[src/rtl/mips_bus_pkg.sv]
`default_nettype none
// ============================================================================
// Module      : mips_bus_pkg
// Description : Shared types for the CPU Avalon bus arbiter.
// Revision    : 1.0 - initial release
// ============================================================================
package mips_bus_pkg;

  typedef enum logic [1:0] {
    IDLE = 2'd0,
    BUS  = 2'd1,
    RESP = 2'd2
  } bus_state_t;

  typedef enum logic {
    REQ_I = 1'b0,
    REQ_D = 1'b1
  } requester_t;

endpackage
`default_nettype wire

[src/rtl/mips_bus_arbiter.sv]
`default_nettype none
// ============================================================================
// Module      : mips_bus_arbiter
// Description : Round-robin share of one Avalon master between the fetch and
//               data ports, with a waitrequest watchdog.
// Revision    : 1.0 - initial release
// ============================================================================
module mips_bus_arbiter
  import mips_bus_pkg::*;
#(
  parameter int TIMEOUT_CYCLES = 1023
) (
  input  logic        clk,
  input  logic        rst,
  input  logic        i_req,
  input  logic [31:0] i_address,
  output logic        i_ack,
  output logic [31:0] i_readdata,
  input  logic        d_req,
  input  logic        d_write,
  input  logic [31:0] d_address,
  input  logic [31:0] d_writedata,
  input  logic [3:0]  d_byteenable,
  output logic        d_ack,
  output logic [31:0] d_readdata,
  output logic        err,
  output logic [31:0] m_address,
  output logic        m_read,
  output logic        m_write,
  output logic [31:0] m_writedata,
  output logic [3:0]  m_byteenable,
  input  logic        m_waitrequest,
  input  logic [31:0] m_readdata
);

  localparam int               C_CNT_W   = (TIMEOUT_CYCLES < 2) ? 1 : $clog2(TIMEOUT_CYCLES + 1);
  localparam logic [C_CNT_W-1:0] C_CNT_MAX = {C_CNT_W{1'b1}};
  localparam logic [C_CNT_W-1:0] C_TIMEOUT = C_CNT_W'(TIMEOUT_CYCLES);
  localparam bit               C_WDOG_EN = (TIMEOUT_CYCLES != 0);

  bus_state_t         r_state;
  bus_state_t         w_state_nxt;
  requester_t         r_owner;
  requester_t         r_last_grant;
  requester_t         w_grant;
  logic [C_CNT_W-1:0] r_wait_cnt;
  logic               w_any_req;
  logic               w_timeout;

  always_comb begin
    w_state_nxt = r_state;
    w_any_req   = i_req | d_req;
    w_timeout   = C_WDOG_EN && (r_wait_cnt == C_TIMEOUT);
    w_grant     = REQ_I;
    if (i_req && d_req) begin
      w_grant = (r_last_grant == REQ_D) ? REQ_I : REQ_D;
    end else if (d_req) begin
      w_grant = REQ_D;
    end
    case (r_state)
      IDLE:    if (w_any_req) w_state_nxt = BUS;
      BUS:     if (!m_waitrequest || w_timeout) w_state_nxt = RESP;
      RESP:    w_state_nxt = IDLE;
      default: w_state_nxt = IDLE;
    endcase
  end

  always_ff @(posedge clk or negedge rst) begin
    if (!rst) begin
      r_state      <= IDLE;
      r_owner      <= REQ_I;
      r_last_grant <= REQ_D;
      r_wait_cnt   <= '0;
      i_ack        <= 1'b0;
      d_ack        <= 1'b0;
      err          <= 1'b0;
      i_readdata   <= '0;
      d_readdata   <= '0;
      m_address    <= '0;
      m_read       <= 1'b0;
      m_write      <= 1'b0;
      m_writedata  <= '0;
      m_byteenable <= '0;
    end else begin
      r_state <= w_state_nxt;
      i_ack   <= 1'b0;
      d_ack   <= 1'b0;
      err     <= 1'b0;
      case (r_state)
        IDLE: begin
          if (w_any_req) begin
            r_owner <= w_grant;
            if (w_grant == REQ_D) begin
              m_address    <= d_address;
              m_read       <= ~d_write;
              m_write      <= d_write;
              m_writedata  <= d_writedata;
              m_byteenable <= d_byteenable;
            end else begin
              m_address    <= i_address;
              m_read       <= 1'b1;
              m_write      <= 1'b0;
              m_writedata  <= '0;
              m_byteenable <= 4'hF;
            end
          end
        end
        BUS: begin
          if (!m_waitrequest) begin
            m_read       <= 1'b0;
            m_write      <= 1'b0;
            r_last_grant <= r_owner;
            if (r_owner == REQ_I) begin
              i_ack      <= 1'b1;
              i_readdata <= m_readdata;
            end else begin
              d_ack <= 1'b1;
              if (!m_write) d_readdata <= m_readdata;
            end
          end else if (w_timeout) begin
            // Abort keeps the readdata registers and the round-robin pointer.
            m_read  <= 1'b0;
            m_write <= 1'b0;
            err     <= 1'b1;
            i_ack   <= (r_owner == REQ_I);
            d_ack   <= (r_owner == REQ_D);
          end else if (r_wait_cnt != C_CNT_MAX) begin
            r_wait_cnt <= r_wait_cnt + 1'b1;
          end
        end
        RESP: r_wait_cnt <= '0;
        default: r_wait_cnt <= '0;
      endcase
    end
  end

endmodule
`default_nettype wire

[config.mk]
export PLATFORM = sky130hd
export DESIGN_NAME = mips_bus_arbiter
export DESIGN_NICKNAME = d
export VERILOG_FILES = /design/src/rtl/mips_bus_pkg.sv /design/src/rtl/mips_bus_arbiter.sv
export SDC_FILE = /design/constraint.sdc
export NUM_CORES = 1
export LEC_CHECK = 0
export ABC_AREA = 1
export CORE_UTILIZATION = 35
export DETAILED_ROUTE_END_ITERATION = 10
export PLACE_DENSITY = 0.78
export SLEW_MARGIN = 15
export SYNTH_ARGS = -nofsm -noshare
export SYNTH_HDL_FRONTEND = slang
export SYNTH_SLANG_ARGS = --single-unit
[constraint.sdc]
create_clock -name clk -period 2.7 [get_ports clk]
set_input_delay 0.81 -clock clk [delete_from_list [all_inputs] [get_ports clk]]
set_output_delay 0.81 -clock clk [all_outputs]
set_load 0.01 [all_outputs]
# After elaboration in Yosys (flattened, before gate mapping)
# Index checks and enable logic that the tools add are counted.
# word_totals
regBits	151
input_bits	138
out_inout_bits	137
elab_cells	74
# classes
addsub	1
eq_ne	9
mux	32
bitwise_logic	6
reduce_logical	12
# ops
cell	count
$mux 32	2
$mux 10	3
$mux 1	20
$pmux 10 s2	1
$add 10x1->10 const B	1
$eq 10x10->1 const B	1
$ne 10x10->1 const B	1
$ne 2x2->1 const B	5
$reduce_and 4->1	2
$reduce_and 2->1	3
$reduce_and 3->1	2
$not 1->1	5
$mux 2	2
$mux 4	1
$pmux 1 s2	2
$pmux 2 s2	1
$ne 3x3->1 const B	1
$eq 2x1->1 const B	1
$logic_not 2->1	1
$reduce_bool 2->1	1
$logic_and 1x1->1	1
$logic_not 1->1	1
$logic_or 1x1->1	1
$or 1x1->1	1

# Depth between registers and ports, before layout
# logic_depth
ltp_word	5
ltp_mapped	9

# Worst setup path after synthesis
# No wires, ideal clock.
# synth_timing
kind	input to register
from	in d_req
to	reg m_byteenable[0]
setup_ps	121
arrival_ps	1512
setup_slack_ps	1067
path_stages	5
n_path_buf	2
path_cell_list	o21ai_4 > inv_2 > buf_6 > buf_6 > o22a_1
# synth_via
elab_chain_len	3
elab_cells_between_ends	6
# synth_lines
item	line	rtl
from (decl)	mips_bus_arbiter.sv:19	input logic d_req,
$mux 1 or $logic_and 1x1->1 (tied branches)	mips_bus_arbiter.sv:57, mips_bus_arbiter.sv:55	
$mux 1	mips_bus_arbiter.sv:55	if (i_req && d_req) begin
$mux 4	mips_bus_arbiter.sv:93	if (w_grant == REQ_D) begin
to (signal assigned)	mips_bus_arbiter.sv:98	m_byteenable <= d_byteenable;
to (decl)	mips_bus_arbiter.sv:31	output logic [3:0] m_byteenable,
# Parallel ways exist; a longest one is shown, timed or not.
# A chain may end at the register's enable or synchronous reset.

# Worst setup path in the final report
# layout_timing
from	reg m_address[1]
to	out m_address[1]
# layout_lines
item	line	rtl
from (decl)	mips_bus_arbiter.sv:27	output logic [31:0] m_address,
from (signal assigned)	mips_bus_arbiter.sv:94	m_address <= d_address;
from (signal assigned)	mips_bus_arbiter.sv:100	m_address <= i_address;
# No word-level cell between the ends.

==> metrics.json <==
{
  "report.final.hold_viol_count": 0,
  "status": "finished, final reports clean",
  "wl_per_cell_um": 15.4,
  "final-seq-area_um2": 3780,
  "power.share.switching": 0.341,
  "max_freq_mhz": 458,
  "post_synthesis_instance_area_um2": 6110,
  "skew_ns": 0.00944,
  "timing.critical_path.cells": "clkdlybuf4s50_1",
  "fin_setup_tns_ns": 0,
  "wire_length_of_the_first_global_routing_pass_mm": 27.6,
  "post_cts_resized": 0,
  "grt_start_max_net_pins": 65,
  "post_synth_inst_count": 625,
  "critical_path.endpoint_type": "output port",
  "vias_per_cell": 4.75,
  "area_occupied_by_multi_input_gates_um2": 1950,
  "highest_fanout_seen_on_the_critical_path": 2,
  "syn_area_per_cell_um2": 9.77,
  "cpLargestDelayFamily": "buffers and inverters",
  "clk_root_buffer_cell": "sky130_fd_sc_hd__clkbuf_16",
  "num_rows": 47,
  "grt_antenna_before_repair": 0,
  "worstPathArrival_ns": 1.37,
  "layout_min_cycle_time_ns": 2.18,
  "synth-seq-area-share": 0.619,
  "ys_types": 30,
  "commonest_non_fill_non_tap_cell_in_the_layout": "sky130_fd_sc_hd__clkdlybuf4s50_1",
  "floorplan.die.width_um": 134,
  "cts_tree": "yes",
  "logic_depth_of_the_worst_register_to_register_path": 5,
  "yosys_warnings": 0,
  "design_power_total_mw": 11.0,
  "growth_of_design_area_from_synthesis_to_finish_pct": 58.3,
  "critical_path_buf_inv_count": 1,
  "min-delay-path-class": "in2async",
  "tritoncts_buffers": 17,
  "worst_skew_pair_latency_ns": 0.42,
  "cts_max_path_buffers": 2,
  "routed_wirelength_mm": 17.4,
  "place_ws_ns": 0.237,
  "seq_power_share": 0.352,
  "grt_usage": 0.200,
  "finish.net_count": 1033,
  "regToRegSetupSlack_ns": 0.95,
  "total_global_routing_overflow": 0,
  "postCtsHoldBufs": 0,
  "cp_data_required_time_ns": 1.89,
  "postCtsSetupBuffers": 0,
  "remaining_drc_errors": 0,
  "dp_hpwl_mm": 12.5,
  "cpMaxStageDelayCell": "sky130_fd_sc_hd__clkdlybuf4s50_1",
  "finalNonFillerCells": 1127,
  "grt_pass1_vias": 5366,
  "final.setup.worst_slack_ns": 0.517,
  "slew_violations": 0,
  "detail_route.first_pass.iterations": 5,
  "power.switching_mw": 3.75,
  "placed_cells_incl_taps": 1095,
  "detailed_place.area_um2": 9050,
  "pwr-share-clk": 0.227,
  "max_incr_delay_on_cp_ns": 0.61,
  "layout-drive-gt1-share": 0.0684,
  "layout.filler_cells": 1473,
  "worstSetupPathDepth": 1,
  "rsz0062_at_grt": "false",
  "finish.instance_area_um2": 9670,
  "vias": 5352,
  "globalplace.congestion": 0.822,
  "p_per_area_nw_per_um2": 1140,
  "ioPinCount": 275,
  "synth_seq_cells": 151,
  "io_buffers": 274,
  "antennaDiodeCount": 0,
  "timing_worst_slew_pin_value_ns": 0.586,
  "combinationalPowerShare": 0.422,
  "max-slew-margin-rel": 0.609,
  "cts_sinks": 151,
  "die_outline_area_um2": 18000,
  "cts.clk_slew.worst_paths_ns": 0.06,
  "detailedRoute.firstIterationViolations": 222,
  "timing.final.crit_share": 0.809,
  "worst_setup_path_start_kind": "flop",
  "report.final.setup_viol": 0,
  "cts.htree.levels": 4,
  "core_area_um2": 16800,
  "criticalPathCategory": "reg2out",
  "layout.cells.most_common_list": "sky130_fd_sc_hd__clkdlybuf4s50_1 (273), sky130_fd_sc_hd__dfrtp_1 (150), sky130_fd_sc_hd__nand2_1 (144)",
  "total_leakage_power_nw": 4.37,
  "initial_core_util": 0.363,
  "drtAntennaViolNets": 0,
  "cap_violations": 0,
  "die_height_um": 134,
  "number_of_nets_in_the_synthesized_netlist": 764,
  "ir_worst_vdd_mv": 0.712,
  "internal-power_mw": 7.25
}
-- metal layers --
layer | track usage | share of wire | wire length [um] | vias to the layer above
li1 | - | - | - | 2596
met1 | 0.242 | 0.40 | 6880 | 2482
met2 | 0.328 | 0.49 | 8460 | 247
met3 | 0.0680 | 0.093 | 1620 | 27
met4 | 0.0749 | 0.024 | 416 | 0
met5 | 0 | 0 | 0 | -
-- power by group through the flow --
stage / combinational (mW) / sequential (mW) / clock (mW)
CTS: 4.69 / 3.87 / 2.55
detailed placement: 4.69 / 3.88 / 0
global placement: 4.60 / 3.86 / 0
floorplan: 1.60 / 4.28 / 0
finish: 4.64 / 3.87 / 2.49
global route: 5.03 / 3.99 / 2.65
-- per-stage QoR --
| stage | hold slack, ns | util |
|---|---|---|
| after CTS | 0.330 | 0.575 |
| after global routing | 0.341 | 0.575 |
| after floorplan | 0.465 | - |
| final | 0.317 | 0.575 |
| after detailed placement | 0.472 | 0.538 |
| after global placement | 0.466 | 0.538 |
-- cells in the mapped netlist, drive strengths merged --
cell type / n / area share
a21oi: 2 / 0.0016
a22o: 32 / 0.046
buf: 20 / 0.025
clkbuf: 13 / 0.0084
dfrtp: 150 / 0.61
dfstp: 1 / 0.0043
ha: 1 / 0.0020
inv: 48 / 0.029
nand2: 149 / 0.095
nand3: 8 / 0.0082
nand4: 2 / 0.0020
nor2: 55 / 0.040
nor3: 3 / 0.0025
o21a: 1 / 0.0012
o21ai: 134 / 0.11
o22a: 4 / 0.0057
or2: 1 / 0.0010
xor2: 1 / 0.0014
-- flip-flops by register name, indices dropped and copies added (netlist names), 2 cells and up --
name,cells
m_byteenable,4
d_readdata,32
i_readdata,32
m_writedata,32
r_state,2
m_address,32
r_wait_cnt,10
-- logic make-up after synthesis --
family                     after synthesis  share of synthesized area
AOI/OAI and AO/OA                      173                      0.166
adders and majority gates                1                    0.00205
xor gates and xnor gates                 1                    0.00143
and+or+nand+nor                        218                      0.149
buffers and inverters                   81                     0.0627
DFF                                    151                      0.619
-- worst paths after layout --
path                                    start             to
worst min register to register  m_address[24]  m_address[24]
max in group asynchronous                 rst  i_readdata[2]
worst min-delay path                      rst  d_readdata[0]
worst max register to register     r_state[1]  m_address[18]
worst max-delay path             m_address[1]   m_address[1]
min in group clk                m_address[24]  m_address[24]
-- final cells by class --
| type | count | share of cell area |
|---|---|---|
| Timing Repair Buffer | 283 | 0.297 |
| Multi-Input combinational cell | 393 | 0.201 |
| Sequential cell | 151 | 0.391 |
| Inverter | 48 | 0.0186 |
| Tap cell | 220 | 0.0285 |
| Clock buffer | 17 | 0.0440 |
| Clock inverter | 15 | 0.0198 |
No activity file was read; power rests on OpenSTA's default activity.
